File: src/rtl/encoder_32_5_arb.sv
// encoder_32_5_arb: 32-line request collector with a 5-bit grant encoder.
// Requests are latched into a pending vector. An eligible pending line
// (pending & mask) is selected and presented as out_index with out_valid.
// The grant is held until out_ready accepts it. Arbitration is either fixed
// priority (lowest index first) or rotating priority, chosen by ROUND_ROBIN.
//
// state | meaning
// ------+-------------------------------------------------------------
// IDLE  | no grant presented; select from registered pending each edge
// HOLD  | out_valid/out_index frozen until accepted by out_ready

module encoder_32_5_arb #(
    parameter int unsigned ROUND_ROBIN = 0
) (
    input  logic        clk,
    input  logic        resetn,
    input  logic [31:0] req,
    input  logic [31:0] mask,
    input  logic        out_ready,
    output logic        out_valid,
    output logic [4:0]  out_index,
    output logic [31:0] pending,
    output logic [5:0]  pend_count
);

    typedef enum logic {
        IDLE = 1'b0,
        HOLD = 1'b1
    } state_t;

    state_t      state;
    logic [4:0]  last_grant;

    logic        accept;
    logic [31:0] clr;
    logic [31:0] pending_nxt;
    logic [31:0] eligible;
    logic [4:0]  search_base;
    logic [4:0]  cand;
    logic [4:0]  sel_index;
    logic        sel_found;
    logic [5:0]  pop_nxt;

    // A transfer completes when the held grant meets out_ready.
    assign accept = out_valid & out_ready;

    // Clear mask for the accepted line; a request on the same edge re-sets it.
    always_comb begin
        clr = '0;
        if (accept) begin
            clr[out_index] = 1'b1;
        end
        pending_nxt = (pending & ~clr) | req;
    end

    // Only registered pending lines that are enabled compete for the grant.
    assign eligible = pending & mask;

    // Rotating priority starts one past the previous grant; fixed starts at 0.
    assign search_base = (ROUND_ROBIN != 0) ? (last_grant + 5'd1) : 5'd0;

    // Walk the 32 lines from search_base upward with wrap; first eligible wins.
    always_comb begin
        sel_found = 1'b0;
        sel_index = '0;
        cand      = '0;
        for (int i = 0; i < 32; i++) begin
            cand = search_base + 5'(i);
            if (!sel_found && eligible[cand]) begin
                sel_found = 1'b1;
                sel_index = cand;
            end
        end
    end

    // Population count of the next pending vector so pend_count tracks pending.
    always_comb begin
        pop_nxt = '0;
        for (int i = 0; i < 32; i++) begin
            pop_nxt = pop_nxt + 6'(pending_nxt[i]);
        end
    end

    // Pending vector and its population count.
    always_ff @(posedge clk or negedge resetn) begin
        if (!resetn) begin
            pending    <= '0;
            pend_count <= '0;
        end else begin
            pending    <= pending_nxt;
            pend_count <= pop_nxt;
        end
    end

    // Grant FSM: load a selection in IDLE, hold it stable in HOLD until accepted.
    always_ff @(posedge clk or negedge resetn) begin
        if (!resetn) begin
            state      <= IDLE;
            out_valid  <= 1'b0;
            out_index  <= '0;
            last_grant <= 5'd31;
        end else begin
            case (state)
                IDLE: begin
                    if (sel_found) begin
                        out_index <= sel_index;
                        out_valid <= 1'b1;
                        state     <= HOLD;
                    end else begin
                        out_valid <= 1'b0;
                    end
                end
                HOLD: begin
                    // req and mask are ignored here; the grant stays frozen.
                    if (accept) begin
                        out_valid  <= 1'b0;
                        last_grant <= out_index;
                        state      <= IDLE;
                    end
                end
                default: begin
                    out_valid <= 1'b0;
                    state     <= IDLE;
                end
            endcase
        end
    end

endmodule

File: config.mk
export PLATFORM = sky130hd
export DESIGN_NAME = encoder_32_5_arb
export DESIGN_NICKNAME = d
export VERILOG_FILES = /design/src/rtl/encoder_32_5_arb.sv
export SDC_FILE = /design/constraint.sdc
export NUM_CORES = 1
export LEC_CHECK = 0
export CORE_MARGIN = 4
export CORE_UTILIZATION = 47
export CTS_BUF_LIST = sky130_fd_sc_hd__clkbuf_4 sky130_fd_sc_hd__clkbuf_8
export DETAILED_ROUTE_END_ITERATION = 8
export PLACE_DENSITY = 0.84
export SYNTH_ARGS = -nofsm -noshare
export SYNTH_HDL_FRONTEND = slang
export SYNTH_SLANG_ARGS = --single-unit
File: constraint.sdc
create_clock -name clk -period 6.6 [get_ports clk]
set_input_delay 1.32 -clock clk [delete_from_list [all_inputs] [get_ports clk]]
set_output_delay 1.32 -clock clk [all_outputs]
set_load 0.05 [all_outputs]
Word-level counts from Yosys, hierarchy flattened --
Index checks and enable logic that the tools add are counted.
Word-level totals: bits in writable memories 0, register bits after elaboration 45, input bits 67, latch bits 0, memories kept 0, memory bits (read-only) 0, word-level logic and storage cells 180
Cells by class: add/subtract/negate cells 31, $mul 0, $lt $le $gt $ge 2, bitwise logic cells 6, multiplexer cells 71, equal/unequal tests 1, reductions and logical operators 64, divide/modulo/power cells 0, shift operators 0
Operators with widths (count):
- adder 6 x 1 -> 6 bit | 26
- 2-to-1 mux 5 bit | 16
- AND 32 bit | 2
- 2-to-1 mux 1 bit | 37
- logical AND 1 bit | 32
- 2-to-1 mux 32 bit | 1
- 2-to-1 mux 4 bit | 8
- inverter 32 bit | 1
- OR 32 bit | 1
- zero test 1 bit | 31
- 2-to-1 mux 3 bit | 4
- adder 5 x 1 -> 6 bit | 1
- less-than comparator 5 x 6 -> 1 bit (second input constant) | 1
- adder 4 x 1 -> 5 bit | 1
- demux 1 bit (select 5 bit) | 1
- greater-or-equal comparator 5 x 1 -> 1 bit (second input constant) | 1
- adder 3 x 1 -> 4 bit | 1
- 2-to-1 mux 2 bit | 2
- case mux 1 bit (2 select lines) | 2
- adder 2 x 1 -> 3 bit | 1
- adder 1 x 1 -> 2 bit | 1
- inequality test 2 x 1 -> 1 bit (second input constant) | 1
- AND reduction 2 bit | 1
- AND 1 bit | 1
- inverter 1 bit | 1

Depth between registers and ports, before layout --
depth after elaboration 97, gate-level depth with buffers 20

Least setup slack after synthesis --
No wires, ideal clock.
path kind input to register, from input port out_ready, to register pend_count[4], setup slack 0.241 ns, path buffers 0, arrival time 6.237 ns, stages on the path 19, setup time 0.123 ns, required time 6.477 ns, cell sequence nand2_1 nor3_1 nand2_1 a21o_1 fa_1 inv_1 fa_1 fa_1 fa_1 fa_1 fa_1 inv_1 ha_1 inv_1 fa_1 inv_1 a21o_1 a21oi_1 xnor2_1
On the way: longest elaborated chain between the ends 36
Ends and longest elaborated chain:
- from (decl) | line 19 | input logic out_ready,
- AND 1 bit | line 45 | assign accept = out_valid & out_ready;
- 2-to-1 mux 32 bit | line 50 | if (accept) begin
- inverter 32 bit | line 53 | pending_nxt = (pending & ~clr) | req;
- AND 32 bit | line 53
- OR 32 bit | line 53
- named net pending_nxt[0] | line 36 | logic [31:0] pending_nxt;
- adder 1 x 1 -> 2 bit | line 80 | pop_nxt = pop_nxt + 6'(pending_nxt[i]);
- adder 2 x 1 -> 3 bit | line 80
- adder 3 x 1 -> 4 bit | line 80
- adder 4 x 1 -> 5 bit | line 80
- adder 5 x 1 -> 6 bit | line 80
- adder 6 x 1 -> 6 bit (26 in series) | line 80
- named net pop_nxt[4] | line 42 | logic [5:0] pop_nxt;
- to (signal assigned) | line 91 | pend_count <= pop_nxt;
- to (decl) | line 23 | output logic [5:0] pend_count
The timed path passes the listed nets, and every way through them passes these cells. A chain may end at the register's enable or synchronous reset.

Worst setup path after layout --
from input port out_ready, to register pend_count[4]
On the way: elaborated cells on any way between the ends 36, classes of those cells 31 x add/sub; 1 x mux; 4 x bitwise
RTL lines (line):
- AND 1 bit | 45
- 2-to-1 mux 32 bit | 50
- inverter 32 bit | 53
- AND 32 bit | 53
- OR 32 bit | 53
- named net pending_nxt[13] | 36
- adder 6 x 1 -> 6 bit (19 in series) | 80
- named net pop_nxt[4] | 42
The timed path passes the listed nets, and every way through them passes these cells.

==> reports/results.txt <==
Tcrit/Tclk final = 92.17%
Post-route DRC = 0
clock skew = 7.476 ps
worst hold start = pending[31]
largest net degree at the start of global routing = 46
RSZ-0062 raised after global routing = no
fin crit period = 6083 ps
Async SR Flop Fraction = 100.0%
Layout area overhead = 45.74%
Post-synth EDFFs = 0
CP most frequent cell = fa_1
Final setup viols = 0
Antenna Cells = 0
via count = 2864
Crit Path Max Fanout = 6
LEAKAGE = 2.002 nW
Final #Nets = 528
CTS Sinks = 45
DR WL/cell = 19.12 um
CTS buffer count = 5
Ports = 111
Crit. End Element = register
vias per inst = 5.638
H-tree levels = 2
remaining global-route overflow = 0
core area = 6350 sq um
Slew Limit Headroom = 31.19%
Peak Freq = 164.4 MHz
Worst Tran Pin Value = 1032 ps
post-synthesis instance total = 306
drt first-iter violations = 173
Reg-to-Reg Start = out_index[2]
GRT Overall Usage = 25.27%
layout cell share with drive strength beyond 1 = 8.121%
CTS tree = done
Power Dens Cells = 278.4 nW/um^2
hold-fix buffer count after cts = 0
Synth Register Bits = 45
Yosys cell types = 50
hpwl dp = 7884 um
die area = 7861 sq um
part of the Yosys area used for sequential elements = 36.82%
GP Congestion = 0.9591
most frequent cells in the layout = clkdlybuf4s50_1 (108), inv_1 (53), nand2_1 (49)
Pwr Total = 1.241 mW
Pre-antenna DRT Iters = 5
Die Y = 88.66 um
CP max-delay cell = fa_1
filler instances = 474
clock buffer depth = 2
Max VDD drop = 0.0003502 V
root buffer cell = clkbuf_8
CP peak stage delay = 580 ps
commonest non-fill, non-tap cell in the layout = clkdlybuf4s50_1
ys flop type = dfrtp_1
status = completed
HP Class = reg2reg
Final Hold Vio Count = 0
die span in x = 88.66 um
first-pass GRT wire length = 14990 um
mean area per synthesized cell = 9.993 sq um
Fin Setup TNS = 0 ps
initial antenna violation count = 0
Place WS = -229.5 ps
Max-Cap Viols = 0
critical path class = in2reg
DRT Wirelength = 9713 um
Final Slew Violations = 0
crit path cell chain = dlymetal6s2s_1 -> nand2_2 -> nor3b_4 -> buf_6 -> nand2_1 -> a21o_1 -> inv_1 -> fa_1 -> fa_1 -> fa_1 -> fa_1 -> fa_1 -> fa_1 -> inv_1 -> ha_1 -> inv_1 -> fa_1 -> inv_1 -> a21o_1 -> a21oi_1 -> xnor2_1
ANT nets after route = 0
clock latency on the worst-skew pair = 310 ps
vias in the first global route = 3088
Yosys warnings = 0
final worst slack = 516.7 ps
Syn Nets = 404
Mapped Area = 3058 sq um
port bufs = 110
beginning of the critical path = out_ready
Clk pin slew, worst setup/hold paths = 90 ps
critical path startpoint category = input port
row count = 29
Initial Util = 48.16%
crit path DAT = 6270 ps
Critical Path RT = 6790 ps
synthesized netlist by cell type (2+ instances only):
master	instances	area, sq um
and3b_1	2	17.52
a32oi_1	4	35.03
ha_1	7	87.58
fa_1	24	480.5
a22o_1	11	96.34
clkbuf_1	3	11.26
nand2_1	50	187.7
a22oi_1	8	60.06
a21oi_1	13	65.06
nor2_1	5	18.77
nand4_1	3	18.77
inv_1	53	198.9
nor3b_2	2	25.02
and3_1	2	12.51
and4_1	2	17.52
nor3_1	3	15.01
xnor2_1	3	26.28
a21o_1	30	225.2
dfrtp_1	45	1126
o22a_1	2	17.52
nor3b_1	4	30.03
a21o_2	2	17.52
per-stage QoR:
step           hold WS (ps)  utilization, %  instances  instance area (sq um)
2_1_floorplan         565.0               -        306                   3058
3_3_place_gp          540.9           67.86        499                   4309
3_5_place_dp          552.0           67.86        499                   4309
4_1_cts               566.2           69.75        507                   4429
5_1_grt               602.5           70.19        508                   4457
6_report              561.0           70.19        508                   4457
registers in the layout, indices dropped and copies added, names as in the netlist:
name,count
pend_count,6
state,1
out_index,5
pending,32
out_valid,1
per-layer routing:
layer  GRT usage [%]  vias to the layer above  wire, um
met1           31.76                     1398      3688
met5               0                        -         0
met3           5.400                       23       777
met2           42.65                      143      4986
met4           9.615                        0       260
li1                -                     1300         -
kinds of logic after synthesis:
group                    share of synthesized area [%]
AO/OA/AOI/OAI                                    23.57
AND/OR/NAND/NOR                                  13.14
buffers and inverters                            7.037
flip-flops                                       36.82
adder cells (fa/ha/maj)                          18.58
XOR/XNOR                                        0.8594
final cells by class:
class	count	area (sq um)	share of cell area, %
tap	77	96.34	2.162
sequential	45	1126	25.27
clock buffer	6	82.58	1.853
timing repair buffer	121	1185	26.59
multi-input combinational	204	1730	38.83
clock inverter	2	37.54	0.8422
inverter	53	198.9	4.464
critical path, delay by kind of cell:
family / cells / cell delay (ps)
adders and majority gates: 8 / 3450
and+or+nand+nor: 3 / 440
AOI/OAI and AO/OA: 3 / 380
xor gates and xnor gates: 1 / 130
buffers and inverters: 6 / 560
worst paths after layout:
kind,cells after the start,slack [ps],to
worst max-delay path,21,520,pend_count[4]
worst min-delay path,2,560,pending[31]
worst max register to register,18,1030,pend_count[4]
worst min register to register,2,560,pending[31]
max in group asynchronous,1,4780,pending[10]
min in group asynchronous,1,1180,pending[22]
power breakdown:
part           internal, mW  switching, mW
clock network         0.123          0.102
logic                 0.284          0.341
registers             0.321         0.0690
total                 0.729          0.512
timing repair:
action / 4_1_cts / 5_1_grt
gates resized for setup: 0 / 5
setup endpoints to repair: 0 / 4
buffers inserted: 0 / 1
(Power assumes the default switching activity.)
